$ cat config.mk
export PLATFORM = sky130hd
export DESIGN_NAME = adxl362_fifo_writer
export DESIGN_NICKNAME = d
export VERILOG_FILES = /design/src/rtl/adxl362_fifo_writer.sv
export SDC_FILE = /design/constraint.sdc
export NUM_CORES = 1
export LEC_CHECK = 0
export ABC_CLOCK_PERIOD_IN_PS = 9710
export CAP_MARGIN = 10
export CORE_MARGIN = 1.5
export CORE_UTILIZATION = 45
export DETAILED_ROUTE_END_ITERATION = 10
export PLACE_DENSITY = 0.71
export SYNTH_ARGS = -nofsm -noshare
export SYNTH_HDL_FRONTEND = slang
export SYNTH_SLANG_ARGS = --single-unit
$ cat constraint.sdc
create_clock -name clk -period 9.71 [get_ports clk]
set_input_delay 1.942 -clock clk [delete_from_list [all_inputs] [get_ports clk]]
set_output_delay 1.942 -clock clk [all_outputs]
set_load 0.02 [all_outputs]
$ cat src/rtl/adxl362_fifo_writer.sv
// Write-side controller for the ADXL362 512x16 FIFO: formats tagged sample sets,
// applies the oldest-saved / stream / triggered policies and tracks FIFO occupancy.
module adxl362_fifo_writer #(
  parameter int WIDTH     = 16,
  parameter int DEPTH     = 512,
  parameter int CNT_WIDTH = $clog2(DEPTH) + 1
) (
  input  logic                 clk,
  input  logic                 rst,
  input  logic                 sample_valid,
  input  logic [11:0]          x_data,
  input  logic [11:0]          y_data,
  input  logic [11:0]          z_data,
  input  logic [11:0]          temp_data,
  input  logic [1:0]           fifo_mode,
  input  logic                 fifo_temp,
  input  logic [9:0]           fifo_samples,
  input  logic                 trigger,
  input  logic                 ext_read,
  input  logic                 clear_status,
  output logic                 fifo_write,
  output logic [WIDTH-1:0]     fifo_data_write,
  output logic                 fifo_read,
  output logic                 fifo_flush,
  output logic [CNT_WIDTH-1:0] entries,
  output logic                 watermark,
  output logic                 overrun,
  output logic                 busy
);

  typedef enum logic [1:0] {IDLE, WRITE, DISCARD} state_t;

  localparam logic [1:0]           MODE_OFF    = 2'b00;
  localparam logic [1:0]           MODE_OLDEST = 2'b01;
  localparam logic [1:0]           MODE_TRIG   = 2'b11;
  localparam logic [CNT_WIDTH-1:0] FULL        = CNT_WIDTH'(DEPTH);
  localparam logic [CNT_WIDTH-1:0] ONE         = CNT_WIDTH'(1);

  state_t               state_reg, state_next;
  logic [1:0]           idx_reg, idx_next;
  logic                 write_reg, write_next;
  logic [WIDTH-1:0]     data_reg, data_next;
  logic                 flush_reg, flush_next;
  logic [CNT_WIDTH-1:0] entries_reg, entries_next;
  logic                 overrun_reg, overrun_next;
  logic                 trig_reg, trig_next;
  logic [CNT_WIDTH-1:0] post_reg, post_next;
  logic                 stream_set_reg, stream_set_next;
  logic                 temp_en_reg, temp_en_next;
  logic [1:0]           prev_mode_reg;

  logic [11:0]          sample_reg [4];
  logic [15:0]          word [4];

  logic                 capture, emit, busy_c, discard, read_c, pop, ext_pop;
  logic                 last_word, need_discard, mode_off_enter;
  logic [CNT_WIDTH-1:0] base_next, room, set_size, samples_ext;

  // Channel tag equals the slot index: X=00, Y=01, Z=10, T=11.
  generate
    for (genvar gi = 0; gi < 4; gi++) begin : g_word
      assign word[gi] = {2'(gi), {2{sample_reg[gi][11]}}, sample_reg[gi]};
    end
  endgenerate

  assign samples_ext    = CNT_WIDTH'(fifo_samples);
  assign busy_c         = (state_reg != IDLE) || write_reg;
  assign discard        = (state_reg == DISCARD);
  assign read_c         = ext_read | discard;
  assign pop            = read_c && (entries_reg != '0);
  assign ext_pop        = ext_read && (entries_reg != '0);
  assign room           = FULL - entries_reg;
  assign set_size       = fifo_temp ? CNT_WIDTH'(4) : CNT_WIDTH'(3);
  assign last_word      = (idx_reg == (temp_en_reg ? 2'd3 : 2'd2));
  assign mode_off_enter = (fifo_mode == MODE_OFF) && (prev_mode_reg != MODE_OFF);

  // Occupancy seen by the next word when it lands, one cycle after being registered.
  assign base_next    = entries_reg + (write_reg ? ONE : '0) - (ext_pop ? ONE : '0);
  assign need_discard = stream_set_reg && (base_next == FULL) && !ext_read;

  always_comb begin
    state_next      = state_reg;
    idx_next        = idx_reg;
    write_next      = 1'b0;
    data_next       = data_reg;
    flush_next      = 1'b0;
    overrun_next    = overrun_reg & ~clear_status;
    trig_next       = trig_reg;
    post_next       = post_reg;
    stream_set_next = stream_set_reg;
    temp_en_next    = temp_en_reg;
    capture         = 1'b0;
    emit            = 1'b0;

    entries_next = entries_reg;
    if (write_reg && !pop) begin
      if (entries_reg != FULL) entries_next = entries_reg + ONE;
    end else if (!write_reg && pop) begin
      entries_next = entries_reg - ONE;
    end

    if (write_reg && trig_reg && (post_reg != '1)) post_next = post_reg + ONE;
    if (trigger && (fifo_mode == MODE_TRIG) && !trig_reg) begin
      trig_next = 1'b1;
      post_next = '0;
    end

    // Sets are accepted whole or not at all; triggered-mode drops are silent.
    if (sample_valid && (fifo_mode != MODE_OFF)) begin
      if (busy_c)
        overrun_next = 1'b1;
      else if ((fifo_mode == MODE_OLDEST) && (room < set_size))
        overrun_next = 1'b1;
      else if (!((fifo_mode == MODE_TRIG) && trig_reg && (post_reg >= samples_ext)))
        capture = 1'b1;
    end

    case (state_reg)
      IDLE: begin
        if (capture) begin
          state_next      = WRITE;
          idx_next        = 2'd0;
          stream_set_next = fifo_mode[1];
          temp_en_next    = fifo_temp;
        end
      end
      WRITE: begin
        if (need_discard) state_next = DISCARD;
        else              emit       = 1'b1;
      end
      DISCARD: emit = 1'b1;
      default: state_next = IDLE;
    endcase

    if (emit) begin
      write_next = 1'b1;
      data_next  = WIDTH'(word[idx_reg]);
      if (last_word) begin
        state_next = IDLE;
      end else begin
        idx_next   = idx_reg + 2'd1;
        state_next = WRITE;
      end
    end

    if (mode_off_enter) begin
      state_next   = IDLE;
      idx_next     = 2'd0;
      write_next   = 1'b0;
      flush_next   = 1'b1;
      entries_next = '0;
      trig_next    = 1'b0;
      post_next    = '0;
    end
  end

  always_ff @(posedge clk or negedge rst) begin
    if (!rst) begin
      state_reg      <= IDLE;
      idx_reg        <= 2'd0;
      write_reg      <= 1'b0;
      data_reg       <= '0;
      flush_reg      <= 1'b0;
      entries_reg    <= '0;
      overrun_reg    <= 1'b0;
      trig_reg       <= 1'b0;
      post_reg       <= '0;
      stream_set_reg <= 1'b0;
      temp_en_reg    <= 1'b0;
      prev_mode_reg  <= MODE_OFF;
    end else begin
      state_reg      <= state_next;
      idx_reg        <= idx_next;
      write_reg      <= write_next;
      data_reg       <= data_next;
      flush_reg      <= flush_next;
      entries_reg    <= entries_next;
      overrun_reg    <= overrun_next;
      trig_reg       <= trig_next;
      post_reg       <= post_next;
      stream_set_reg <= stream_set_next;
      temp_en_reg    <= temp_en_next;
      prev_mode_reg  <= fifo_mode;
    end
  end

  // Payload holding register needs no reset; it is only read after a capture.
  always_ff @(posedge clk) begin
    if (capture) begin
      sample_reg[0] <= x_data;
      sample_reg[1] <= y_data;
      sample_reg[2] <= z_data;
      sample_reg[3] <= temp_data;
    end
  end

  assign fifo_write      = write_reg;
  assign fifo_data_write = data_reg;
  assign fifo_flush      = flush_reg;
  assign fifo_read       = rst & read_c;
  assign entries         = entries_reg;
  assign watermark       = (fifo_samples != 10'd0) && (entries_reg >= samples_ext);
  assign overrun         = overrun_reg;
  assign busy            = busy_c;

endmodule
==> results.toml <==
[final_layout]
largest_reg_flops = 48
n_fill_cell = 927
post_route_cells_drive_above_1_share = 0.101
diodes = 0
fin_util = 0.586
final_nets = 661
syn_to_final_growth_pct = 26.0
fin_area_mm2 = 0.00675

[outcome]
status = "finished, violations left"
violations = "DRC"

[placement]
detailed_place_hpwl_mm = 8.68
place_congestion = 0.851
preCtsSetupSlack_ns = 3.36
io_buffers = 98
place_area_mm2 = 0.00647

[setup_path]
crit_path_max_fanout = 3
required_ns = 7.77
crit_top_cell = "a21o_1"
cp_top_family = "compound AO/OA/AOI/OAI gates"
worstSetupStartpointType = "primary input"
worst-path-buf-inv = 2
crit_type = "in -> out"
reg2reg_from = "entries[1]$_DFFE_PN0P_"
cp_cell_sequence = "clkdlybuf4s50_1, ha_1, nand2b_1, a21o_1, a21o_1, a21o_1, a21o_1, a21oi_1, o21a_1, o21ai_0, clkdlybuf4s50_1"
slowest_delay_ns = 0.55
slowest_stage = "clkdlybuf4s50_1"
worstPathArrival_ns = 4.45
cp-end-kind = "output pin"
critPathLaunch = "fifo_samples[0]"

[synth]
yosysWarnings = 0
syn_inst = 439
synth-async-reset-ratio = 0.489
ys_seq_area_frac = 0.484
synth_nets = 563
synth_edf_count = 48
synth_cell_types = 60
synth.avg_cell_area_um2 = 12.2
synth_top_flop_cell = "edfxtp_1"
ys_seq_elements = 94
syn_area_mm2 = 0.00536

[clock_network]
htreeDepth = 3
ctsRootBufferMaster = "clkbuf_16"
cts_resized = 0
clock_latency_ns = 0.34
cts_buffer_depth = 2
cts_setup_buffers = 0
clk_pin_slew_worst_paths_ns = 0.07
hold_buffers = 0
cts.sinks = 94
cts_buffers = 9
cts_tree = "yes"

[global_routing]
grt_pass1_wl_mm = 19.2
antenna_found_initial = 0
grt_max_degree = 56
grt_usage = 0.192
overflow = 0
grt_pass1_vias = 3921

[route]
drtPass1Iterations = 7
routed_wirelength_mm = 11.5
drtIter0Drc = 273
routedWlPerCell_um = 16.8
final_antenna_net_count = 0
vias = 3837
vias_per_cell = 5.60
drc = 8

[timing]
drv_slew = 0
hold_viol_final = 0
clock.fmax_mhz = 157
slew_headroom = 0.232
fin_setup_tns_ns = 0
fin_skew_ns = 0.00719
worst_slack_ns = 3.32
post-route-period-util = 0.658
period_needed_ns = 6.39
rsz0062_at_grt = "false"
setup_viol = 0
worst_pin_slew_ns = 1.15

[power_and_ir_drop]
ir_drop_mv = 0.158
clock_power_share = 0.158
seq_power_share = 0.308
swShare = 0.397
p_leak_nw = 2.76
powerDensity_mw_per_mm2 = 312
internal_power_w = 0.00127
combPwrFrac = 0.534
power_w = 0.00211
p_switching_w = 0.000837

[floorplanning]
dieArea_mm2 = 0.0126
row_count = 39
initial_utilization = 0.465
fp.dieH_um = 112
die_w_um = 112
io_pins = 99
coreArea_mm2 = 0.0115

[hold_path]
hold_class = "reg -> reg"
min_from = "fifo_data_write[9]$_DFFE_PN0P_"

[job]
maxCapViolCount = 0
## final timing paths
path / cells past startpoint / slack, ns / end
setup / recovery: 11 / 3.32 / watermark
hold / removal: 1 / 0.51 / fifo_data_write[9]$_DFFE_PN0P_
setup reg to reg: 16 / 5.00 / idx_reg[1]$_DFF_PN0_
hold reg to reg: 1 / 0.51 / fifo_data_write[9]$_DFFE_PN0P_
max in group asynchronous: 2 / 7.59 / temp_en_reg$_DFFE_PN0P_
min in group asynchronous: 2 / 1.69 / post_reg[6]$_DFFE_PN0P_
## cell usage in the layout, fill, tap and decap left out, types with 9 or more instances in the layout
| cell type | Yosys | final |
|---|---|---|
| o21ai_0 | 13 | 13 |
| mux2_2 | 18 | 18 |
| nor2_1 | 17 | 17 |
| a21oi_1 | 20 | 20 |
| edfxtp_1 | 48 | 48 |
| clkdlybuf4s50_1 | 0 | 97 |
| mux4_2 | 12 | 12 |
| ha_1 | 55 | 55 |
| xnor2_1 | 12 | 12 |
| clkbuf_16 | 0 | 9 |
| dfrtp_1 | 46 | 46 |
| nand3_1 | 9 | 9 |
| inv_1 | 36 | 36 |
| a21o_1 | 10 | 10 |
| nand2_1 | 11 | 11 |
## Yosys cell counts, types with 3 or more instances
master / instances / area [µm²]
a21o_1: 10 / 75.1
a21oi_1: 20 / 100
a22o_1: 4 / 35.0
a31oi_1: 8 / 50.1
and3_1: 5 / 31.3
clkbuf_1: 9 / 33.8
dfrtp_1: 46 / 1150
edfxtp_1: 48 / 1440
ha_1: 55 / 688
inv_1: 36 / 135
mux2_2: 18 / 203
mux4_2: 12 / 270
nand2_1: 11 / 41.3
nand2b_1: 8 / 50.1
nand3_1: 9 / 45.0
nand4_1: 8 / 50.1
nor2_1: 17 / 63.8
nor2b_1: 7 / 43.8
nor3_1: 7 / 35.0
nor4_1: 4 / 25.0
o21a_1: 3 / 22.5
o21ai_0: 13 / 65.1
o31ai_1: 7 / 52.6
or3_1: 5 / 31.3
xnor2_1: 12 / 105
xor2_1: 8 / 70.1
## routing by layer
metal  vias up  global-route usage  wire [µm]
met4         0              0.0624        173
met2       113               0.317       5620
li1       1855                   -          -
met1      1854               0.250       5020
met5         -                   0          0
met3        15              0.0470        724
## stage by stage
| stage | instances | hold WS (ns) |
|---|---|---|
| after CTS | 685 | 0.521 |
| after global routing | 685 | 0.532 |
| final | 685 | 0.514 |
| after floorplan | 439 | 0.473 |
| after detailed placement | 669 | 0.495 |
| after global placement | 669 | 0.491 |
## logic make-up (layout without fill, tap and decap cells)
logic type,Yosys count,count (layout),share of synthesized area
mux,32,32,0.0920
simple gates,93,93,0.0950
xor+xnor,20,20,0.0327
flops,94,94,0.484
buf+inv,49,152,0.0362
fa+ha+maj,57,57,0.136
compound gates,94,94,0.124
## power groups by stage
stage / clock network [W] / logic (W) / registers, W
after floorplan: 0 / 0.000775 / 0.000666
after global placement: 0 / 0.00109 / 0.000653
after detailed placement: 0 / 0.00112 / 0.000661
after CTS: 0.000339 / 0.00113 / 0.000653
after global routing: 0.000356 / 0.00124 / 0.000668
final: 0.000333 / 0.00113 / 0.000649
## cell type report
class | count | area, µm² | share of cell area
tap | 143 | 179 | 0.0265
clock inverter | 7 | 55.1 | 0.00816
inverter | 36 | 135 | 0.0200
timing repair buffer | 100 | 991 | 0.147
clock buffer | 9 | 225 | 0.0334
sequential | 94 | 2590 | 0.384
multi-input combinational | 296 | 2570 | 0.381
Power figures use the tool's default switching activity.
